### src/rtl/irq_pending_ctrl_pkg.sv
// -----------------------------------------------------------------------------
// irq_pending_ctrl_pkg
// Shared definitions for the interrupt request-collection stage:
//   - claim FSM state encoding
//   - source-count helper (N = 1 << ID_WIDTH) and the default configuration
// -----------------------------------------------------------------------------
package irq_pending_ctrl_pkg;

    // Claim FSM states
    typedef enum logic [1:0] {
        ST_IDLE   = 2'd0,
        ST_OFFER  = 2'd1,
        ST_ACTIVE = 2'd2
    } irq_state_e;

    // Default request-id width and the matching number of sources
    localparam int ID_WIDTH_DEF = 2;
    localparam int N_DEF        = 1 << ID_WIDTH_DEF;

    // Number of request sources for a given id width
    function automatic int src_count(input int id_width);
        return 1 << id_width;
    endfunction

endpackage

### src/rtl/irq_pending_ctrl_encode.sv
// -----------------------------------------------------------------------------
// encode
// Priority encoder: reports the lowest set index of req_vec.
// Ports:
//   req_vec   in  [2**OUT_WIDTH-1:0]  request vector
//   enc_id    out [OUT_WIDTH-1:0]     index of lowest set bit (0 when none)
//   enc_valid out                     at least one bit of req_vec is set
// -----------------------------------------------------------------------------
module encode #(
    parameter int OUT_WIDTH = 2
) (
    input  logic [(1 << OUT_WIDTH)-1:0] req_vec,
    output logic [OUT_WIDTH-1:0]        enc_id,
    output logic                        enc_valid
);

    // Scan from the top down so the lowest set index is the last one written
    always_comb begin
        enc_id    = '0;
        enc_valid = 1'b0;
        for (int i = (1 << OUT_WIDTH) - 1; i >= 0; i--) begin
            if (req_vec[i]) begin
                enc_id    = i[OUT_WIDTH-1:0];
                enc_valid = 1'b1;
            end else begin
                enc_valid = enc_valid;
            end
        end
    end

endmodule

### src/rtl/irq_pending_ctrl.sv
// -----------------------------------------------------------------------------
// irq_pending_ctrl
// Collects request edges into a pending register, masks with en_i, picks the
// lowest pending-and-enabled id and offers it through a valid/ready claim.
// One claimed request is tracked in service until its completion arrives.
//
// Build option: define IRQ_LEVEL_TRIG_EN for level-sensitive sources
// (pending simply follows src_i registered; no edge detect, no claim clear).
//
// Ports:
//   clk          in   clock
//   rst          in   asynchronous active-high reset
//   src_i        in   [N]  raw request lines
//   en_i         in   [N]  per-source enable mask
//   req_valid_o  out  id offered
//   req_id_o     out  [ID_WIDTH] offered / claimed id
//   req_ready_i  in   consumer claims the offered id
//   cmpl_valid_i in   completion strobe
//   cmpl_id_i    in   [ID_WIDTH] id being completed
//   pending_o    out  [N]  raw pending register
//   busy_o       out  a claimed request is in service
// -----------------------------------------------------------------------------
module irq_pending_ctrl
    import irq_pending_ctrl_pkg::*;
#(
    parameter int ID_WIDTH = ID_WIDTH_DEF
) (
    input  logic                              clk,
    input  logic                              rst,
    input  logic [src_count(ID_WIDTH)-1:0]    src_i,
    input  logic [src_count(ID_WIDTH)-1:0]    en_i,
    output logic                              req_valid_o,
    output logic [ID_WIDTH-1:0]               req_id_o,
    input  logic                              req_ready_i,
    input  logic                              cmpl_valid_i,
    input  logic [ID_WIDTH-1:0]               cmpl_id_i,
    output logic [src_count(ID_WIDTH)-1:0]    pending_o,
    output logic                              busy_o
);

    localparam int N = src_count(ID_WIDTH);

    irq_state_e          state_r;
    irq_state_e          state_nxt_s;
    logic                valid_nxt_s;
    logic [ID_WIDTH-1:0] id_nxt_s;
    logic                busy_nxt_s;
    logic [N-1:0]        pending_nxt_s;
    logic [N-1:0]        cand_s;
    logic [ID_WIDTH-1:0] enc_id_s;
    logic                enc_valid_s;
    logic                hs_s;

    assign hs_s   = req_valid_o & req_ready_i;
    assign cand_s = pending_o & en_i;

    encode #(
        .OUT_WIDTH (ID_WIDTH)
    ) u_encode (
        .req_vec   (cand_s),
        .enc_id    (enc_id_s),
        .enc_valid (enc_valid_s)
    );

`ifdef IRQ_LEVEL_TRIG_EN
    // Level mode: pending mirrors the registered request lines
    always_comb begin
        pending_nxt_s = src_i;
    end
`else
    logic [N-1:0] src_prev_r;
    logic [N-1:0] rise_s;
    logic [N-1:0] clr_s;

    assign rise_s = src_i & ~src_prev_r;

    // One-hot clear of the offered id when the claim handshake fires
    always_comb begin
        clr_s = '0;
        if (hs_s) begin
            clr_s[req_id_o] = 1'b1;
        end else begin
            clr_s = '0;
        end
    end

    // Rise is OR-ed in after the clear so a same-cycle set wins
    always_comb begin
        pending_nxt_s = (pending_o & ~clr_s) | rise_s;
    end

    // Previous-cycle copy of the request lines for edge detection
    always_ff @(posedge clk or posedge rst) begin
        if (rst) begin
            src_prev_r <= '0;
        end else begin
            src_prev_r <= src_i;
        end
    end
`endif

    // Claim FSM next-state and registered-output values
    always_comb begin
        state_nxt_s = state_r;
        valid_nxt_s = req_valid_o;
        id_nxt_s    = req_id_o;
        busy_nxt_s  = busy_o;
        case (state_r)
            ST_IDLE: begin
                if (enc_valid_s) begin
                    state_nxt_s = ST_OFFER;
                    valid_nxt_s = 1'b1;
                    id_nxt_s    = enc_id_s;
                end else begin
                    state_nxt_s = ST_IDLE;
                end
            end
            ST_OFFER: begin
                // Offered id stays frozen until claimed; it then names the
                // in-service request for completion matching.
                if (hs_s) begin
                    state_nxt_s = ST_ACTIVE;
                    valid_nxt_s = 1'b0;
                    busy_nxt_s  = 1'b1;
                end else begin
                    state_nxt_s = ST_OFFER;
                end
            end
            ST_ACTIVE: begin
                if (cmpl_valid_i && (cmpl_id_i == req_id_o)) begin
                    state_nxt_s = ST_IDLE;
                    busy_nxt_s  = 1'b0;
                end else begin
                    state_nxt_s = ST_ACTIVE;
                end
            end
            default: begin
                state_nxt_s = ST_IDLE;
                valid_nxt_s = 1'b0;
                id_nxt_s    = '0;
                busy_nxt_s  = 1'b0;
            end
        endcase
    end

    // State, pending and output registers
    always_ff @(posedge clk or posedge rst) begin
        if (rst) begin
            state_r     <= ST_IDLE;
            req_valid_o <= 1'b0;
            req_id_o    <= '0;
            busy_o      <= 1'b0;
            pending_o   <= '0;
        end else begin
            state_r     <= state_nxt_s;
            req_valid_o <= valid_nxt_s;
            req_id_o    <= id_nxt_s;
            busy_o      <= busy_nxt_s;
            pending_o   <= pending_nxt_s;
        end
    end

endmodule

### config.mk
export PLATFORM = sky130hd
export DESIGN_NAME = irq_pending_ctrl
export DESIGN_NICKNAME = d
export VERILOG_FILES = /design/src/rtl/irq_pending_ctrl_pkg.sv /design/src/rtl/irq_pending_ctrl_encode.sv /design/src/rtl/irq_pending_ctrl.sv
export SDC_FILE = /design/constraint.sdc
export NUM_CORES = 1
export LEC_CHECK = 0
export ABC_AREA = 0
export ABC_CLOCK_PERIOD_IN_PS = 1400
export BUFFER_PORTS_ARGS = -buffer_cell sky130_fd_sc_hd__buf_4
export CAP_MARGIN = 20
export CELL_PAD_IN_SITES_DETAIL_PLACEMENT = 0
export CELL_PAD_IN_SITES_GLOBAL_PLACEMENT = 1
export CORE_MARGIN = 2
export CORE_UTILIZATION = 36
export DETAILED_ROUTE_END_ITERATION = 7
export GPL_TIMING_DRIVEN = 0
export HOLD_SLACK_MARGIN = 0.02
export PLACE_DENSITY = 0.78
export REMOVE_ABC_BUFFERS = 1
export SLEW_MARGIN = 30
export SYNTH_ARGS = -nofsm -noshare
export SYNTH_HDL_FRONTEND = slang
export SYNTH_SLANG_ARGS = --single-unit
### constraint.sdc
create_clock -name clk -period 1.4 [get_ports clk]
set_input_delay 0.35 -clock clk [delete_from_list [all_inputs] [get_ports clk]]
set_output_delay 0.35 -clock clk [all_outputs]
set_load 0.01 [all_outputs]
Word-level counts from Yosys, hierarchy flattened
Cells that the tools add are included.
{"block": "totals", "reg_bits": 14, "word_cells": 54, "input_bits": 14}
{"block": "op_classes", "eq_ne": 6, "mux": 23, "n_bitwise": 10, "n_reduce_logical": 7, "n_lt_le_gt_ge": 2}
{"operator": "2-to-1 mux 2 bit", "n": 7}
{"operator": "AND 4 bit", "n": 3}
{"operator": "2-to-1 mux 1 bit", "n": 10}
{"operator": "inverter 4 bit", "n": 2}
{"operator": "inequality test 2 bit (second input constant)", "n": 3}
{"operator": "case mux 1 bit (3 select lines)", "n": 2}
{"operator": "case mux 2 bit (3 select lines)", "n": 1}
{"operator": "AND reduction 3 bit", "n": 2}
{"operator": "2-to-1 mux 4 bit", "n": 1}
{"operator": "OR 4 bit", "n": 1}
{"operator": "case mux 2 bit (2 select lines)", "n": 1}
{"operator": "< comparator 2 x 3 -> 1 bit (second input constant)", "n": 1}
{"operator": "inverter 1 bit", "n": 3}
{"operator": "demux 1 bit (select 2 bit)", "n": 1}
{"operator": "equality test 2 x 1 -> 1 bit (second input constant)", "n": 1}
{"operator": "equality test 2 bit", "n": 1}
{"operator": "equality test 2 bit (second input constant)", "n": 1}
{"operator": "greater-or-equal comparator 2 x 1 -> 1 bit (second input constant)", "n": 1}
{"operator": "logical AND 1 bit", "n": 2}
{"operator": "logical NOT 2 bit", "n": 1}
{"operator": "AND reduction 2 bit", "n": 1}
{"operator": "OR reduction 2 bit", "n": 1}
{"operator": "AND 1 bit", "n": 1}

Longest topological paths before layout
{"block": "depth", "depth_word": 8, "depth_mapped": 5, "depth_no_buf": 5}

By module
A second synthesis with hierarchy kept.
{"block": "unflattened", "cells_unflattened": 72, "area_unflattened_um2": 700.7}
{"module": "irq_pending_ctrl", "cells_per_inst": 65, "seq_area_each_um2": 350.3, "instances": 1, "area_per_inst_um2": 665.6}
{"module": "encode", "cells_per_inst": 7, "seq_area_each_um2": 0.0, "instances": 1, "area_per_inst_um2": 35.0}

Worst setup path after synthesis
No wires, ideal clock.
{"block": "synth_path", "kind": "flip-flop to flip-flop", "startpoint": "reg state_r[0]", "endpoint": "reg req_valid_o", "arrival_ns": 1.144, "path_slack_ns": 0.190, "n_path_buf": 0, "period_less_slack_ns": 1.210, "stages_incl_launch_ff": 5, "cell_sequence": "dfrtp_1 ha_1 a21boi_1 a311oi_1 o32a_1"}
{"block": "synth_between", "elab_chain_len": 3, "word_cells_on_any_way": 8, "classes_between": "4 x eq/ne; 1 x mux; 1 x bitwise; 2 x reduce/logical"}
{"element": "start, declared", "line": "irq_pending_ctrl.sv:43", "text": "irq_state_e state_r;"}
{"element": "start signal, assigned", "line": "irq_pending_ctrl.sv:155", "text": "state_r <= state_nxt_s;"}
{"element": "equality test 2 x 1 -> 1 bit (tied with other cells)", "line": "irq_pending_ctrl.sv:108", "text": "case (state_r)"}
{"element": "inequality test 2 bit (no source line) / inverter 1 bit (equally long branches)"}
{"element": "AND reduction 3 bit (no source line)"}
{"element": "end signal, assigned", "line": "irq_pending_ctrl.sv:156", "text": "req_valid_o <= valid_nxt_s;"}
{"element": "end, declared", "line": "irq_pending_ctrl.sv:32", "text": "output logic req_valid_o,"}
Several ways; a longest one is shown, not always the timed one.
A chain may end at the register's enable or synchronous reset.

Worst setup path after layout
{"block": "layout_path", "startpoint": "reg state_r[1]", "endpoint": "reg req_valid_o"}
Same word-level chain as after synthesis.

==> out/qor.yml <==
outcome:
  status: "finished, final reports clean"
logic_synthesis:
  yosysUniqueCellTypes: 24
  ys_ff_latch: 14
  synth_area_leaders: "dfrtp_1, ha_1, inv_1"
  synth_ff_type: "dfrtp_1"
  ys_seq_area_share_pct: 51.5
  synth_warnings: 0
  synth_top_area_share_pct: 51.5
  synth_area_per_cell_um2: 10.5
  syn_inst: 65
  synth_edf_count: 0
  async_flop_share_pct: 100
  synth_top_cell_by_area: "dfrtp_1"
  synth_area_um2: 681
timing:
  min_period_over_period_pct: 94.2
  drv_slew: 0
  max_clock_freq_ghz: 0.758
  slew_headroom_pct: 63.7
  fin_setup_tns_ns: 0
  worst_slew_pin_slew_ns: 0.544
  final-hold-violation-count: 0
  post-route-min-period_ns: 1.32
  rsz0062_at_grt: "false"
  skew_ns: 0.00541
  finalSetupViolCount: 0
floorplanning:
  initial_core_util_pct: 39.0
  die_x_um: 47.5
  die_area_mm2: 0.00225
  num_rows: 15
  core_mm2: 0.00175
  fp.dieH_um: 47.5
  ioPinCount: 22
finish:
  final_area_um2: 898
  nets: 109
  fin_util_pct: 51.5
  num_antenna_cells: 0
  drive_gt1_share_pct: 32.6
  final_common_cell: "buf_4"
  final_cell_mix: "buf_4, dfrtp_1, inv_1"
  multi_input_area_um2: 295
  finalNonFillerCells: 114
  area_growth_pct: 32.0
  regArea_um2: 350
  fillers: 189
cts:
  cts_tree: "built"
  ctsHoldBuffers: 0
  clk_latency_ns: 0.28
  cts.sinks: 14
  clk_pin_slew_worst_paths_ns: 0.08
  cts_root_buffer: "clkbuf_4"
  cts_buffer_depth: 2
  ctsHtreeMaxLevel: 1
  cts_buffers: 3
global_route:
  grt_max_degree: 15
  grt_pass1_wl_mm: 2.17
  antenna_found_initial: 0
  grt-ovfl-total: 0
  grtUsageTotal_pct: 14.0
  grt_pass1_vias: 493
detailed_routing:
  first_pass_iters: 4
  wire_per_inst_um: 12.2
  detailedRoute.firstIterationViolations: 6
  vias_per_cell: 4.96
  num_vias: 566
  drt_wl_total_mm: 1.40
  drc: 0
  antenna_left: 0
worst_hold_path:
  min_path_type: "in -> async"
placed_design:
  port_buffers: 21
  place_hpwl_mm: 1.10
  dp.cells: 111
  placed_area_um2: 870
  finalWeightedCongestion: 0.741
flow_run:
  maxCapViolCount: 0
worst_setup_path:
  path_class: "reg -> reg"
  critPathMaxStageDelay_ns: 0.38
  crit_slowest_cell: "dfrtp_1"
  critPathTopFamily: "compound AO/OA/AOI/OAI gates"
  critical_path.endpoint_type: "register"
  cp_cell_sequence: "inv_1 -> ha_1 -> a21boi_2 -> a311oi_1 -> o32a_1"
  cp.buffers_inverters: 1
  path_max_fanout: 3
  start_kind: "register"
  crit_arrival_ns: 1.53
  required_ns: 1.62
pwr:
  leakage_nw: 0.436
  pwr_density_cell_mw_per_mm2: 1890
  ir_drop_mv: 0.856
per-layer routing:
layer	vias to the layer above	track usage, %	routed length, um
li1	278	-	-
met1	273	18.6	611
met2	15	22.7	707
met3	0	3.02	76
met4	0	5.00	0
met5	-	0	0
cell type report:
| type | instances | area share, % |
|---|---|---|
| sequential | 14 | 39.0 |
| multi-input combinational | 40 | 32.9 |
| timing repair buffer | 21 | 17.5 |
| inverter | 11 | 4.60 |
| tap | 25 | 3.48 |
| clock buffer | 3 | 2.51 |
worst reg2reg max path, cell delays in order, from the launching register on:
cell and delay (ns):
dfrtp_1 0.38, inv_1 0.07, ha_1 0.21, a21boi_2 0.18, a311oi_1 0.23, o32a_1 0.19
metrics by stage:
step	setup WS, ns	total power [mW]	hold slack, ns
final	0.0808	1.70	0.111
after global routing	0.0167	1.84	0.159
after CTS	0.0221	1.70	0.123
after detailed placement	0.0529	1.47	0.411
after global placement	0.0757	1.46	0.401
after floorplan	0.190	1.16	0.239
timing repair:
item                       in CTS  in global routing
setup endpoints to repair       0                  3
gates resized for setup         0                  2
buffers inserted                0                  0
kinds of logic (layout without fill, tap and decap cells):
| family | after synthesis | in the layout | synth area share, % |
|---|---|---|---|
| AO/OA/AOI/OAI | 22 | 22 | 23.0 |
| adder cells (fa/ha/maj) | 4 | 4 | 7.35 |
| flip-flops | 14 | 14 | 51.5 |
| AND/OR/NAND/NOR | 12 | 12 | 9.56 |
| XOR/XNOR | 2 | 2 | 2.57 |
| buffers and inverters | 11 | 35 | 6.07 |
worst paths after layout:
path                          startpoint            end  slack (ns)  cells past startpoint
min                                  rst  src_prev_r[1]        0.11                      2
max reg2reg                   state_r[1]    req_valid_o        0.08                      5
max                           state_r[1]    req_valid_o        0.08                      5
max in group asynchronous            rst     state_r[0]        0.93                      2
min reg2reg                src_prev_r[1]   pending_o[1]        0.42                      1
min in group clk                src_i[1]  src_prev_r[1]        0.18                      1
synthesized netlist by cell type (all sizes together), types with 2 or more instances:
cell and n:
o22a 2, nand3 2, o31ai 4, nand2 4
ha 4, inv 11, nor2 2, o21ai 6
a21oi 2, xor2 2, dfrtp 14
report_power, final:
part	switching (mW)	leakage (nW)	internal [mW]	total (mW)
Sequential	0.148	0.160	0.536	0.684
Clock	0.124	0.0138	0.0996	0.224
Combinational	0.372	0.262	0.418	0.790
Total	0.645	0.436	1.05	1.70
flip-flops by register name, summed over array words and instances (netlist names):
name	count
pending_o	4
src_prev_r	4
busy_o	1
req_id_o	2
req_valid_o	1
state_r	2
Note: power is estimated with default switching activity, not from simulation.
